## config.mk

```make
export PLATFORM = sky130hd
export DESIGN_NAME = alu_operand_stage
export DESIGN_NICKNAME = d
export VERILOG_FILES = /design/src/rtl/alu_stage_pkg.sv /design/src/rtl/operand_forward.sv /design/src/rtl/alu_operand_stage.sv
export SDC_FILE = /design/constraint.sdc
export NUM_CORES = 1
export LEC_CHECK = 0
export CAP_MARGIN = 15
export CORE_MARGIN = 3
export CORE_UTILIZATION = 52
export CTS_CLUSTER_SIZE = 40
export DETAILED_ROUTE_END_ITERATION = 7
export PLACE_DENSITY = 0.87
export RECOVER_POWER = 25
export REMOVE_ABC_BUFFERS = 1
export SYNTH_ARGS = -nofsm -noshare
export SYNTH_HDL_FRONTEND = slang
export SYNTH_SLANG_ARGS = --single-unit
```

## constraint.sdc

```tcl
create_clock -name clk -period 4.05 [get_ports clk]
set_clock_uncertainty 0.1 [all_clocks]
set_input_delay 0.81 -clock clk [delete_from_list [all_inputs] [get_ports clk]]
set_output_delay 0.81 -clock clk [all_outputs]
set_load 0.02 [all_outputs]
```

## src/rtl/alu_stage_pkg.sv

```systemverilog
// Shared types and default widths for the ALU operand stage.
package alu_stage_pkg;

  localparam int DATA_WIDTH_DEF     = 32;
  localparam int OPCODE_LENGTH_DEF  = 4;
  localparam int REG_ADDR_WIDTH_DEF = 5;

  // Occupancy of the two-entry skid buffer.
  typedef enum logic [1:0] {
    EMPTY = 2'd0,
    ONE   = 2'd1,
    FULL  = 2'd2
  } fifo_state_e;

  // One buffered operation at the default widths. The stage declares an
  // identically laid-out type sized by its own parameters.
  typedef struct packed {
    logic [DATA_WIDTH_DEF-1:0]     src_a;
    logic [DATA_WIDTH_DEF-1:0]     src_b;
    logic [OPCODE_LENGTH_DEF-1:0]  operation;
    logic [REG_ADDR_WIDTH_DEF-1:0] rd;
  } alu_entry_t;

endpackage

```

## src/rtl/operand_forward.sv

```systemverilog
// Bypass selection for one source operand. EX/MEM wins over MEM/WB, and
// register index 0 is never forwarded because it is hard-wired to zero.
module operand_forward
  import alu_stage_pkg::*;
#(
  parameter int DATA_WIDTH     = DATA_WIDTH_DEF,
  parameter int REG_ADDR_WIDTH = REG_ADDR_WIDTH_DEF
) (
  input  logic [REG_ADDR_WIDTH-1:0] src_addr,
  input  logic [DATA_WIDTH-1:0]     rf_data,
  input  logic                      exmem_regwrite,
  input  logic [REG_ADDR_WIDTH-1:0] exmem_rd,
  input  logic [DATA_WIDTH-1:0]     exmem_result,
  input  logic                      memwb_regwrite,
  input  logic [REG_ADDR_WIDTH-1:0] memwb_rd,
  input  logic [DATA_WIDTH-1:0]     memwb_result,
  output logic [DATA_WIDTH-1:0]     fwd_data
);

  logic addr_nonzero;
  logic exmem_hit;
  logic memwb_hit;

  assign addr_nonzero = (src_addr != '0);
  assign exmem_hit    = exmem_regwrite && (exmem_rd == src_addr) && addr_nonzero;
  assign memwb_hit    = memwb_regwrite && (memwb_rd == src_addr) && addr_nonzero;

  // Pick the youngest in-flight producer, falling back to the register file.
  always_comb begin
    fwd_data = rf_data;
    if (exmem_hit) begin
      fwd_data = exmem_result;
    end else if (memwb_hit) begin
      fwd_data = memwb_result;
    end
  end

endmodule

```

## src/rtl/alu_operand_stage.sv

```systemverilog
// Operand stage between decode and the ALU: resolves bypassing when an
// operation is accepted and buffers up to two operations in a skid FIFO so
// the decode handshake never depends combinationally on the ALU side.
module alu_operand_stage
  import alu_stage_pkg::*;
#(
  parameter int DATA_WIDTH     = DATA_WIDTH_DEF,
  parameter int OPCODE_LENGTH  = OPCODE_LENGTH_DEF,
  parameter int REG_ADDR_WIDTH = REG_ADDR_WIDTH_DEF
) (
  input  logic                      clk,
  input  logic                      reset,
  input  logic                      in_valid,
  output logic                      in_ready,
  input  logic [DATA_WIDTH-1:0]     rs1_data,
  input  logic [DATA_WIDTH-1:0]     rs2_data,
  input  logic [REG_ADDR_WIDTH-1:0] rs1_addr,
  input  logic [REG_ADDR_WIDTH-1:0] rs2_addr,
  input  logic [REG_ADDR_WIDTH-1:0] rd_addr,
  input  logic [DATA_WIDTH-1:0]     imm,
  input  logic                      alu_src,
  input  logic [OPCODE_LENGTH-1:0]  alu_op,
  input  logic                      exmem_regwrite,
  input  logic [REG_ADDR_WIDTH-1:0] exmem_rd,
  input  logic [DATA_WIDTH-1:0]     exmem_result,
  input  logic                      memwb_regwrite,
  input  logic [REG_ADDR_WIDTH-1:0] memwb_rd,
  input  logic [DATA_WIDTH-1:0]     memwb_result,
  input  logic                      flush,
  output logic                      out_valid,
  input  logic                      out_ready,
  output logic [DATA_WIDTH-1:0]     SrcA,
  output logic [DATA_WIDTH-1:0]     SrcB,
  output logic [OPCODE_LENGTH-1:0]  Operation,
  output logic [REG_ADDR_WIDTH-1:0] rd_out
);

  typedef struct packed {
    logic [DATA_WIDTH-1:0]     src_a;
    logic [DATA_WIDTH-1:0]     src_b;
    logic [OPCODE_LENGTH-1:0]  operation;
    logic [REG_ADDR_WIDTH-1:0] rd;
  } entry_t;

  fifo_state_e state_reg, state_next;
  entry_t      head_reg, head_next;
  entry_t      tail_reg, tail_next;
  entry_t      in_entry;
  logic        push;
  logic        pop;

  // Index 0 is rs1, index 1 is rs2.
  logic [REG_ADDR_WIDTH-1:0] src_addr [2];
  logic [DATA_WIDTH-1:0]     src_rf   [2];
  logic [DATA_WIDTH-1:0]     src_fwd  [2];

  assign src_addr[0] = rs1_addr;
  assign src_addr[1] = rs2_addr;
  assign src_rf[0]   = rs1_data;
  assign src_rf[1]   = rs2_data;

  genvar gi;
  generate
    for (gi = 0; gi < 2; gi++) begin : g_fwd
      operand_forward #(
        .DATA_WIDTH     (DATA_WIDTH),
        .REG_ADDR_WIDTH (REG_ADDR_WIDTH)
      ) u_fwd (
        .src_addr       (src_addr[gi]),
        .rf_data        (src_rf[gi]),
        .exmem_regwrite (exmem_regwrite),
        .exmem_rd       (exmem_rd),
        .exmem_result   (exmem_result),
        .memwb_regwrite (memwb_regwrite),
        .memwb_rd       (memwb_rd),
        .memwb_result   (memwb_result),
        .fwd_data       (src_fwd[gi])
      );
    end
  endgenerate

  // Handshake flags come from registered state only.
  assign in_ready  = (state_reg != FULL);
  assign out_valid = (state_reg != EMPTY);
  assign push      = in_valid && in_ready;
  assign pop       = out_valid && out_ready;

  // Assemble the entry that would be captured this cycle.
  always_comb begin
    in_entry.src_a     = src_fwd[0];
    in_entry.src_b     = alu_src ? imm : src_fwd[1];
    in_entry.operation = alu_op;
    in_entry.rd        = rd_addr;
  end

  // Occupancy and entry movement; flush discards everything, including a
  // simultaneous push or pop.
  always_comb begin
    state_next = state_reg;
    head_next  = head_reg;
    tail_next  = tail_reg;
    if (flush) begin
      state_next = EMPTY;
      head_next  = '0;
      tail_next  = '0;
    end else begin
      case (state_reg)
        EMPTY: begin
          if (push) begin
            head_next  = in_entry;
            state_next = ONE;
          end
        end
        ONE: begin
          case ({push, pop})
            2'b10: begin
              tail_next  = in_entry;
              state_next = FULL;
            end
            2'b01: begin
              head_next  = '0;
              state_next = EMPTY;
            end
            2'b11: begin
              head_next  = in_entry;
            end
            default: begin
            end
          endcase
        end
        FULL: begin
          if (pop) begin
            head_next  = tail_reg;
            tail_next  = '0;
            state_next = ONE;
          end
        end
        default: begin
          state_next = EMPTY;
          head_next  = '0;
          tail_next  = '0;
        end
      endcase
    end
  end

  // State and entry registers, cleared immediately when reset is asserted.
  always_ff @(posedge clk or negedge reset) begin
    if (!reset) begin
      state_reg <= EMPTY;
      head_reg  <= '0;
      tail_reg  <= '0;
    end else begin
      state_reg <= state_next;
      head_reg  <= head_next;
      tail_reg  <= tail_next;
    end
  end

  // Present the head entry only while something is buffered.
  always_comb begin
    SrcA      = '0;
    SrcB      = '0;
    Operation = '0;
    rd_out    = '0;
    if (out_valid) begin
      SrcA      = head_reg.src_a;
      SrcB      = head_reg.src_b;
      Operation = head_reg.operation;
      rd_out    = head_reg.rd;
    end
  end

endmodule

```

### After elaboration in Yosys (flattened, before gate mapping)

Index checks and enable logic that the tools add are counted.

* flip-flop bits (word level): 148
* bits in latches: 0
* memory bits (writable): 0
* bits in read-only memories: 0
* bits of input ports: 197
* output and inout port bits: 75
* word-level logic and storage cells: 65
* memories: 0

* $add $sub $neg: 0
* multipliers: 0
* divide/modulo/power cells: 0
* $lt $le $gt $ge: 0
* eq/ne operators: 16
* shift-type cells: 0
* muxes and demuxes: 23
* bitwise gates (word level): 0
* reduce and logical (&&, ||, !) cells: 17

Operators with widths (number)
* $mux 73: 6
* $pmux 73 s3: 2
* $mux 32: 7
* $pmux 73 s2: 1
* $eq 5x5->1: 4
* $logic_and 1x1->1: 10
* $reduce_bool 5->1: 2
* $ne 3x3->1 const B: 3
* $reduce_and 3->1: 3
* $eq 2x2->1 const B: 3
* $mux 2: 3
* $pmux 2 s3: 1
* $mux 5: 1
* $eq 2x1->1 const B: 2
* $mux 4: 1
* $ne 2x2->1 const B: 2
* $ne 4x2->1 const B: 1
* $ne 4x3->1 const B: 1
* $pmux 2 s2: 1
* $logic_not 2->1: 1
* $reduce_bool 2->1: 1

### Depth between registers and ports, before layout

Gate-level depths: netlist of the first run.

* word-level depth: 9
* mapped depth: 8
* mapped depth without buffers: 5

### Hierarchy

Synthesis of the first run repeated with hierarchy kept, for this count alone.

* cell total of the unflattened synthesis: 1140
* area total of the unflattened synthesis: 10321.1 sq um

Modules (own cells, without submodules)
* alu_operand_stage: instances 1, cells an instance 744, area an instance 8013.9 sq um, sequential area each 3703.6 sq um
* operand_forward: instances 2, cells an instance 198, area an instance 1153.6 sq um, sequential area each 0.0 sq um

### Worst setup path after synthesis of the first run

No wires, ideal clock.

* path type: input-to-reg
* start point: in memwb_rd[1]
* end point: reg tail_reg[31] (netlist bit)
* setup time: 127 ps
* arrival time: 2418 ps
* data required time: 3823 ps
* slack: 1406 ps
* stages: 5
* path buffers: 1
* cells stage by stage: or3_1 -> a211oi_4 -> buf_6 -> mux2_2 -> a221o_2

* word-level cells in the longest chain between the ends: 9

Ends and longest elaborated chain
* start: declaration: RTL line alu_operand_stage.sv:27 `input logic [REG_ADDR_WIDTH-1:0] memwb_rd,`
* $eq 5x5->1: RTL line operand_forward.sv:26 `assign memwb_hit = memwb_regwrite && (memwb_rd == src_addr) && addr_nonzero;`
* $logic_and 1x1->1 (2 in series): RTL line operand_forward.sv:26
* $mux 32: RTL line operand_forward.sv:33 `end else if (memwb_hit) begin`
* $mux 32: RTL line operand_forward.sv:31 `if (exmem_hit) begin`
* $mux 32: RTL line alu_operand_stage.sv:91 `in_entry.src_b = alu_src ? imm : src_fwd[1];`
* $mux 73: RTL line alu_operand_stage.sv:115 `case ({push, pop})`
* $pmux 73 s3: RTL line alu_operand_stage.sv:107 `case (state_reg)`
* $mux 73: RTL line alu_operand_stage.sv:102 `if (flush) begin`
* end signal: assignment: RTL line alu_operand_stage.sv:156 `tail_reg <= tail_next;`
* end: declaration: RTL line alu_operand_stage.sv:47 `entry_t tail_reg, tail_next;`

No other way between the ends. The select of a mux whose other input is x is not followed.
A chain may end at the register's enable or synchronous reset.

### Final worst setup path of the first run

* start point: reg state_reg[0]
* end point: out SrcB[21]

* word-level cells in the longest chain between the ends: 2

Ends and longest elaborated chain
* start: declaration: RTL line alu_operand_stage.sv:45 `fifo_state_e state_reg, state_next;`
* start signal: assignment: RTL line alu_operand_stage.sv:154 `state_reg <= state_next;`
* $reduce_bool 2->1: RTL line alu_operand_stage.sv:84 `assign out_valid = (state_reg != EMPTY);`
* $mux 32: RTL line alu_operand_stage.sv:166 `if (out_valid) begin`
* end: declaration: RTL line alu_operand_stage.sv:33 `output logic [DATA_WIDTH-1:0] SrcB,`

No other way between the ends.

==> results of run 1 <==
-- worst max-delay path: cells and delay by family (launching register included) --
family                 cells  cell delay, ns
buffers and inverters      2            0.96
AND/OR/NAND/NOR            2            0.71
flip-flops                 1            0.50
-- area by class of cell --
| type | instances | area share, % |
|---|---|---|
| repair buffers | 303 | 24.09 |
| diodes | 2 | 0.04011 |
| clock buffers | 24 | 3.941 |
| flip-flops and latches | 148 | 29.68 |
| well taps | 220 | 2.206 |
| inverters | 2 | 0.06017 |
| clock inverters | 8 | 0.4011 |
| multi-input cells | 642 | 39.58 |
-- per-layer routing --
layer	vias up	routed length [um]	global-route usage, %
met1	4404	12830	45.19
met4	0	1037	12.38
met2	685	15240	51.72
met3	90	3540	9.669
li1	3947	-	-
met5	-	0	0
-- cells in the mapped netlist, types with 2 or more instances --
| master | instances |
|---|---|
| a222oi_1 | 2 |
| nor2_1 | 12 |
| nand2b_1 | 3 |
| o21ai_1 | 48 |
| a22oi_1 | 32 |
| clkbuf_1 | 52 |
| o21ai_0 | 90 |
| buf_1 | 4 |
| a221oi_2 | 31 |
| nand3_1 | 4 |
| nand2_1 | 56 |
| a221o_2 | 9 |
| xor2_1 | 4 |
| a21oi_1 | 3 |
| buf_6 | 8 |
| a31o_2 | 31 |
| and3_1 | 34 |
| and2_1 | 77 |
| or3_1 | 2 |
| and3b_1 | 2 |
| mux2i_1 | 2 |
| buf_4 | 8 |
| xnor2_1 | 12 |
| buf_2 | 27 |
| a32o_1 | 62 |
| inv_1 | 2 |
| a221o_1 | 53 |
| a22o_1 | 19 |
| mux2_2 | 33 |
| nor2b_1 | 2 |
| dfrtp_1 | 148 |
-- power groups by stage --
stage	Sequential, mW	Clock [mW]	Combinational (mW)
after floorplan	1.61	0	0.344
after global placement	1.62	0	0.800
after detailed placement	1.62	0	0.810
after CTS	1.60	1.48	0.816
after global routing	1.60	1.55	0.876
final	1.60	1.47	0.825
-- per-stage QoR --
step | cells | util (%) | TNS [ns] | instance area [um^2]
2_1_floorplan | 792 | - | -0.1586 | 8592
3_3_place_gp | 1315 | 70.97 | 0 | 11940
3_5_place_dp | 1315 | 70.97 | 0 | 11940
4_1_cts | 1347 | 74.19 | 0 | 12480
5_1_grt | 1348 | 74.17 | 0 | 12470
6_report | 1349 | 74.19 | 0 | 12480
-- cell families after synthesis --
logic type,after synthesis
compound gates,387
flops,148
simple gates,203
buf+inv,101
mux,35
xor+xnor,17
-- how the worst max path moves through the flow --
stage          slack [ns]  cells after the start                  endpoint
6_report             0.53                      4                  SrcB[21]
5_1_grt              0.42                      4                  SrcB[15]
4_1_cts              0.54                      4                  SrcA[23]
3_5_place_dp         0.54                      7  head_reg[49]$_DFFE_PN0P_
3_3_place_gp         0.62                      7  head_reg[55]$_DFFE_PN0P_
2_1_floorplan       -0.16                      5  tail_reg[40]$_DFFE_PN0P_
==> out/metrics.cfg, run 1 <==
[grt]
grt_pass1_vias=9143
antenna_found_initial=2
grt.overflow.total=0
grt_max_degree=76
grt_pass1_wl_um=51390
track_usage_pct=33.51

[synth]
synth-xor-area-share_pct=1.721
synth_compound_area_share_pct=35.14
synth_top_family_by_area=compound AO/OA/AOI/OAI gates
synth_mux_area_share_pct=4.310
synth_seq_area_share_pct=40.75
synth.cell_area_mm2=0.009087
synth.avg_cell_area_um2=10.20
yosys.area_share.simple_pct=12.54
syn_inst=891
synth_edf_count=0
ys_warn_count=0
netlist.area_leader.share_pct=40.75
synthFlopType=dfrtp_1
synthTopCellsByArea=dfrtp_1 41%, a32o_1 6.8%, a221o_1 5.8%, and2_1 5.3%, a221oi_2 5.1%
async_flop_share_pct=100.0
ys_seq_elements=148
yosysTopAreaCell=dfrtp_1
yosysUniqueCellTypes=50
synth-adder-area-share_pct=0

[power]
ir_worst_vdd_uv=352.7
pwr-share-comb_pct=21.2
internal_power_mw=2.806
pwr-share-seq_pct=41.0
power_switching_mw=1.089
power_frac_clock_pct=37.8
p_per_area_mw_per_mm2=312.1
power.total_mw=3.895
leakage_nw=4.998
switching_share_pct=27.96

[min_path]
min_path_type=register to register
holdPathEnd=tail_reg[44]$_DFFE_PN0P_
hold_path_startpoint=tail_reg[44]$_DFFE_PN0P_
hold_path_depth=2

[route]
via_per_inst=6.765
antenna_left=0
route.vias.total=9126
wl_um=32640
drt_iter0_markers=1108
drt_drc_violations_left=0
drt_pass1_iterations=5
routedWlPerCell_um=24.20

[clocking]
cts_setup_buffers=0
ctsHoldBuffers=0
clock_sinks=148
path_clk_slew_ns=0.06
cts_made_buffers=17
clk_latency_ns=0.43
tritoncts=yes
cts_buffer_depth=2
cts_resized=0
htree_levels=4
root_buffer=clkbuf_16

[layout]
final_cell_mix=269 x clkdlybuf4s50_1, 148 x dfrtp_1, 90 x o21ai_0, 77 x and2_1, 62 x a32o_1
finalNetCount=1311
fill_cells=1185
drive_gt1_share_pct=16.77
seqCellArea_mm2=0.003704
areaGrowthSynthToFinish_pct=37.30
final_common_cell=clkdlybuf4s50_1
multi_input_area_mm2=0.004938

[worst_setup_path]
r2r_slack_ns=1.32
cp.arrival_ns=2.61
cp.required_ns=3.14
timing.rr.start=state_reg[0]$_DFFE_PN0P_
crit_slowest_cell=clkdlybuf4s50_1
endpoint_kind=output port
reg2regPathDepth=6
crit_start=state_reg[0]$_DFFE_PN0P_
crit_fanout=29
start_kind=register
r2r-end=head_reg[39]$_DFFE_PN0P_
crit_path_max_incr_delay_ns=0.66
path_class=register to output port
worstPathCellList=or2_2 -> buf_4 -> and2_1 -> clkdlybuf4s50_1

[sta]
slew_violations=74
fin_crit_ns=3.522
fin_hold_ws_ns=0.3802
fmax_mhz=283.9
postLayoutSetupSlackWorst_ns=0.5278
grt_setup_unrepaired=false
period_share_pct=86.97
setup_viol=0
hold_viol=0
worstMarginPinSlew_ns=1.926
slew_headroom_pct=-28.42

[status]
outcome=finished, violations left
failed_checks=max-capacitance violations, max-slew violations

[placement]
place_ws_ns=0.5420
hpwl_um=21850
io_buffers=271
gp_congestion=0.8587

[die]
die-area_mm2=0.01910
core-area_mm2=0.01682
num_rows=47
fp.dieH_um=138.2
ioPinCount=272
fp.dieW_um=138.2
start_util_pct=54.03

[run]
drv_cap=1

(Power assumes the default switching activity.)
==> run 2, diff against run 1 <==
Settings changed: GPL_TIMING_DRIVEN from default to 0.
==> run 2 against run 1 <==
Against the previous run:
- clock power about the same
- design area up 0.78%
- sequential power about the same
- die area unchanged
- first-iteration DRC count down 2.7%
- non-clock buffer count down 13
- combinational power up 2%
- sequential share of layout area down 0.23 points
- register-to-register slack worse by 0.51 ns
- largest power group unchanged
- routed wire length down 1.1%
- the run still ends with max-capacitance violations, max-slew violations left
==> out/metrics.cfg, run 2 (same netlist as run 1, synthesis figures left out) <==
[placement]
gp_congestion=0.8274
io_buffers=271
hpwl_um=21490
dpl.cell_count=1302
placed_cell_area_mm2=0.01205

[worst_setup_path]
path_class=primary input to register
crit_slowest_cell=and3_2
timing.rr.start=state_reg[0]$_DFFE_PN0P_
path_depth=6
crit_end=tail_reg[31]$_DFFE_PN0P_
crit_fanout=38
cp_num_buf_inv=1
endpoint_kind=register
cp.required_ns=4.30
crit_path_max_incr_delay_ns=0.81
r2r_slack_ns=0.81
worstPathCellList=clkdlybuf4s50_1 -> nor2b_1 -> and3_2 -> nand2b_1 -> nor2_4 -> a221o_2
cp.arrival_ns=4.08
reg2regPathDepth=5
crit_start=flush
start_kind=primary input
r2r-end=tail_reg[31]$_DFFE_PN0P_
cp_top_family=simple AND/OR/NAND/NOR gates

[clocking]
cts_resized=0
path_clk_slew_ns=0.06
root_buffer=clkbuf_16
tritoncts=yes
ctsHoldBuffers=0
htree_levels=4
cts_buffer_depth=2
clock_sinks=148
cts_setup_buffers=0
cts_made_buffers=17
clk_latency_ns=0.42

[layout]
fin_area_mm2=0.01257
fill_cells=1231
diodes=0
areaGrowthSynthToFinish_pct=38.37
final_common_cell=clkdlybuf4s50_1
finalNetCount=1298
drive_gt1_share_pct=15.89
instances_no_fill=1334
final_cell_mix=269 x clkdlybuf4s50_1, 148 x dfrtp_1, 90 x o21ai_0, 77 x and2_1, 62 x a32o_1

[route]
via_per_inst=6.771
routedWlPerCell_um=24.19
drt_pass1_iterations=6
wl_um=32270
antenna_left=0
wl_met1_um=12030
wl_met2_um=15490
highest_layer=met4
route.vias.total=9032
met3WireLength_um=3611
drt_drc_violations_left=0
drt_iter0_markers=1078

[sta]
setup_tns_ns=0
slew_violations=85
worstMarginPinSlew_ns=2.238
grt_setup_unrepaired=false
setup_viol=0
fin_crit_ns=3.833
hold_viol=0
period_share_pct=94.65
fmax_mhz=260.9
fin_hold_ws_ns=0.3836
slew_headroom_pct=-49.22

[grt]
antenna_found_initial=0
grt_max_degree=86
grt.overflow.total=0
grt_pass1_wl_um=50890
grt_pass1_vias=9203
track_usage_pct=33.03

[min_path]
min_path_type=register to register

[die]
num_rows=47
die-area_mm2=0.01910
fp.dieW_um=138.2
core-area_mm2=0.01682
ioPinCount=272
start_util_pct=54.03
fp.dieH_um=138.2

[power]
leakage_nw=4.984
ir_worst_vdd_uv=303.5
p_per_area_mw_per_mm2=307.9

[status]
failed_checks=max-capacitance violations, max-slew violations
outcome=finished, violations left

[run]
drv_cap=1

[run 2: where the power goes]
group	switching (mW)	internal, mW	total (mW)
logic	0.422	0.420	0.841
clock network	0.638	0.797	1.44
registers	0.0411	1.55	1.60
total	1.10	2.77	3.87
[run 2: cell type report]
type,instances,area (um^2),area share (%)
Inverter,2,7.507,0.05970
Clock inverter,12,83.83,0.6667
Tap cell,220,275.3,2.189
Timing Repair Buffer,290,3112,24.75
Clock buffer,20,446.7,3.552
Sequential cell,148,3704,29.45
Multi-Input combinational cell,642,4946,39.33
[run 2: worst min-delay path by stage]
stage	start	to	slack (ns)	cells past startpoint
floorplan	tail_reg[0]$_DFFE_PN0P_	tail_reg[0]$_DFFE_PN0P_	0.35	2
global placement	tail_reg[2]$_DFFE_PN0P_	tail_reg[2]$_DFFE_PN0P_	0.36	2
detailed placement	tail_reg[2]$_DFFE_PN0P_	tail_reg[2]$_DFFE_PN0P_	0.37	2
CTS	reset	head_reg[66]$_DFFE_PN0P_	0.38	1
global route	tail_reg[70]$_DFFE_PN0P_	tail_reg[70]$_DFFE_PN0P_	0.40	2
finish	tail_reg[51]$_DFFE_PN0P_	tail_reg[51]$_DFFE_PN0P_	0.38	2
[run 2: per-stage QoR]
step	power, mW	util, %	setup WS [ns]
4_1_cts	3.878	74.80	0.2906
5_1_grt	4.007	74.77	0.1369
6_report	3.872	74.77	0.2166
3_5_place_dp	2.451	71.65	-0.1126
3_3_place_gp	2.384	68.85	-4.027
2_1_floorplan	1.951	-	-0.1586
[run 2: layer usage]
metal  vias to the layer above  GRT usage, %
met4                         0         13.05
met5                         -             0
li1                       3924             -
met2                       613         52.88
met3                        96         9.392
met1                      4399         42.64
[run 2: worst register-to-register path: cells and delay by family, from the launching register on]
family           cells  cell delay, ns
AND/OR/NAND/NOR      4            2.26
flip-flops           1            0.51
AO/OA/AOI/OAI        1            0.32
==> run 3, diff against run 2 <==
Settings changed: CORE_UTILIZATION 52 to 26, PLACE_DENSITY 0.87 to default.
==> run 3 against run 2 <==
Against the previous run:
- the run still ends with max-capacitance violations, max-slew violations left
- power rose by 6.0%
- die area rose by 95%
- combinational power rose by 1%
- non-clock buffer count rose by 2
- critical path type unchanged
- largest cell class unchanged
- largest power group is now the clock network
==> out/metrics.cfg, run 3 (same netlist as run 1, synthesis figures left out) <==
[status]
outcome=finished, violations left
failed_checks=max-capacitance violations, max-slew violations

[die]
num_rows=67
die-area_mm2=0.03723
start_util_pct=26.77
core-area_mm2=0.03395
ioPinCount=272
fp.dieW_um=193.0
fp.dieH_um=193.0

[worst_setup_path]
endpoint_kind=register
start_kind=primary input
worstPathCellList=clkdlybuf4s50_1 -> and2b_2 -> nor4_4 -> buf_6 -> and3_2 -> a221o_1 -> a31o_2
crit_path_max_incr_delay_ns=0.85
cp.arrival_ns=4.13
cp.required_ns=4.32
r2r_slack_ns=0.72
path_class=primary input to register
crit_fanout=31
crit_slowest_cell=and3_2

[power]
leakage_nw=5.044
power.total_mw=4.103
ir_worst_vdd_uv=279.3
p_per_area_mw_per_mm2=316.1

[grt]
grt_pass1_wl_um=55310
track_usage_pct=19.46
grt.overflow.total=0
grt_use_met2_pct=31.83
use_met3_pct=4.990
grt_pass1_vias=9180
grt-busiest-layer=met2
grt_max_degree=80
antenna_found_initial=2
use_met1_pct=25.88

[layout]
utilization_pct=38.22
multi_input_area_mm2=0.004955
fin_area_mm2=0.01298
final_cell_mix=268 x clkdlybuf4s50_1, 148 x dfrtp_1, 90 x o21ai_0, 77 x and2_1, 62 x a32o_1
seqCellArea_mm2=0.003704
final_common_cell=clkdlybuf4s50_1
areaGrowthSynthToFinish_pct=42.81
drive_gt1_share_pct=16.31
finalNetCount=1300
fill_cells=3387
instances_no_fill=1566

[sta]
setup_viol=0
hold_viol=0
slew_headroom_pct=-38.02
period_share_pct=95.32
slew_violations=80
postLayoutSetupSlackWorst_ns=0.1894
fmax_mhz=259.0
worstMarginPinSlew_ns=2.070
fin_crit_ns=3.861
grt_setup_unrepaired=false
fin_hold_ws_ns=0.3837
setup_tns_ns=0

[route]
drt_pass1_iterations=6
wl_um=36610
drt_drc_violations_left=0
via_per_inst=5.633
antenna_left=0
route.vias.total=8822
drt_iter0_markers=584
routedWlPerCell_um=23.38

[clocking]
ctsHoldBuffers=0
cts_made_buffers=17
clock_sinks=148
cts_setup_buffers=0
tritoncts=yes
cts_buffer_depth=2
htree_levels=4
clk_latency_ns=0.43
path_clk_slew_ns=0.07
cts_resized=0
root_buffer=clkbuf_16

[min_path]
min_path_type=register to register

[placement]
gp_congestion=0.8163
placed_cell_area_mm2=0.01241
hpwl_um=24540
dpl.cell_count=1532
io_buffers=271
place_ws_ns=-0.1844

[run]
drv_cap=1

-- run 3: changes by cell type in the layout (fill, tap and decap cells not counted), sizes merged --
cell	change
clkinvlp	-4
diode	+2
clkdlybuf4s50	-1
inv	+7
buf	+2
bufinv	+2
clkinv	-2
clkbuf	-2
-- run 3: final cells by class --
cell class              count  area share (%)
multi-input cells         642           38.18
flip-flops and latches    148           28.54
repair buffers            292           24.28
well taps                 448           4.319
clock buffers              17           3.278
clock inverters            15           1.311
inverters                   2         0.05785
diodes                      2         0.03857
-- run 3: metal layers --
| metal | wire, um | up-vias |
|---|---|---|
| met5 | 0 | - |
| met4 | 448 | 0 |
| met3 | 3026 | 39 |
| met2 | 17120 | 418 |
| met1 | 16010 | 4436 |
| li1 | - | 3929 |
-- run 3: worst paths after layout --
| check | startpoint | endpoint | depth (start not counted) |
|---|---|---|---|
| setup / recovery | out_ready | head_reg[22]$_DFFE_PN0P_ | 7 |
| hold / removal | tail_reg[48]$_DFFE_PN0P_ | tail_reg[48]$_DFFE_PN0P_ | 2 |
| setup reg to reg | state_reg[1]$_DFFE_PN0P_ | head_reg[22]$_DFFE_PN0P_ | 6 |
| hold reg to reg | tail_reg[48]$_DFFE_PN0P_ | tail_reg[48]$_DFFE_PN0P_ | 2 |
| max in group asynchronous | reset | tail_reg[72]$_DFFE_PN0P_ | 2 |
| min in group asynchronous | reset | head_reg[6]$_DFFE_PN0P_ | 1 |
-- run 3: critical path, delay by kind of cell --
family                 cells  cell delay [ns]
buffers and inverters      2             0.96
AOI/OAI and AO/OA          2             0.38
and+or+nand+nor            3             1.94
-- run 3: power breakdown --
| part | switching (mW) | internal (mW) | leakage [nW] |
|---|---|---|---|
| registers | 0.0399 | 1.55 | 2.02 |
| logic | 0.432 | 0.418 | 2.73 |
| clock network | 0.732 | 0.928 | 0.293 |
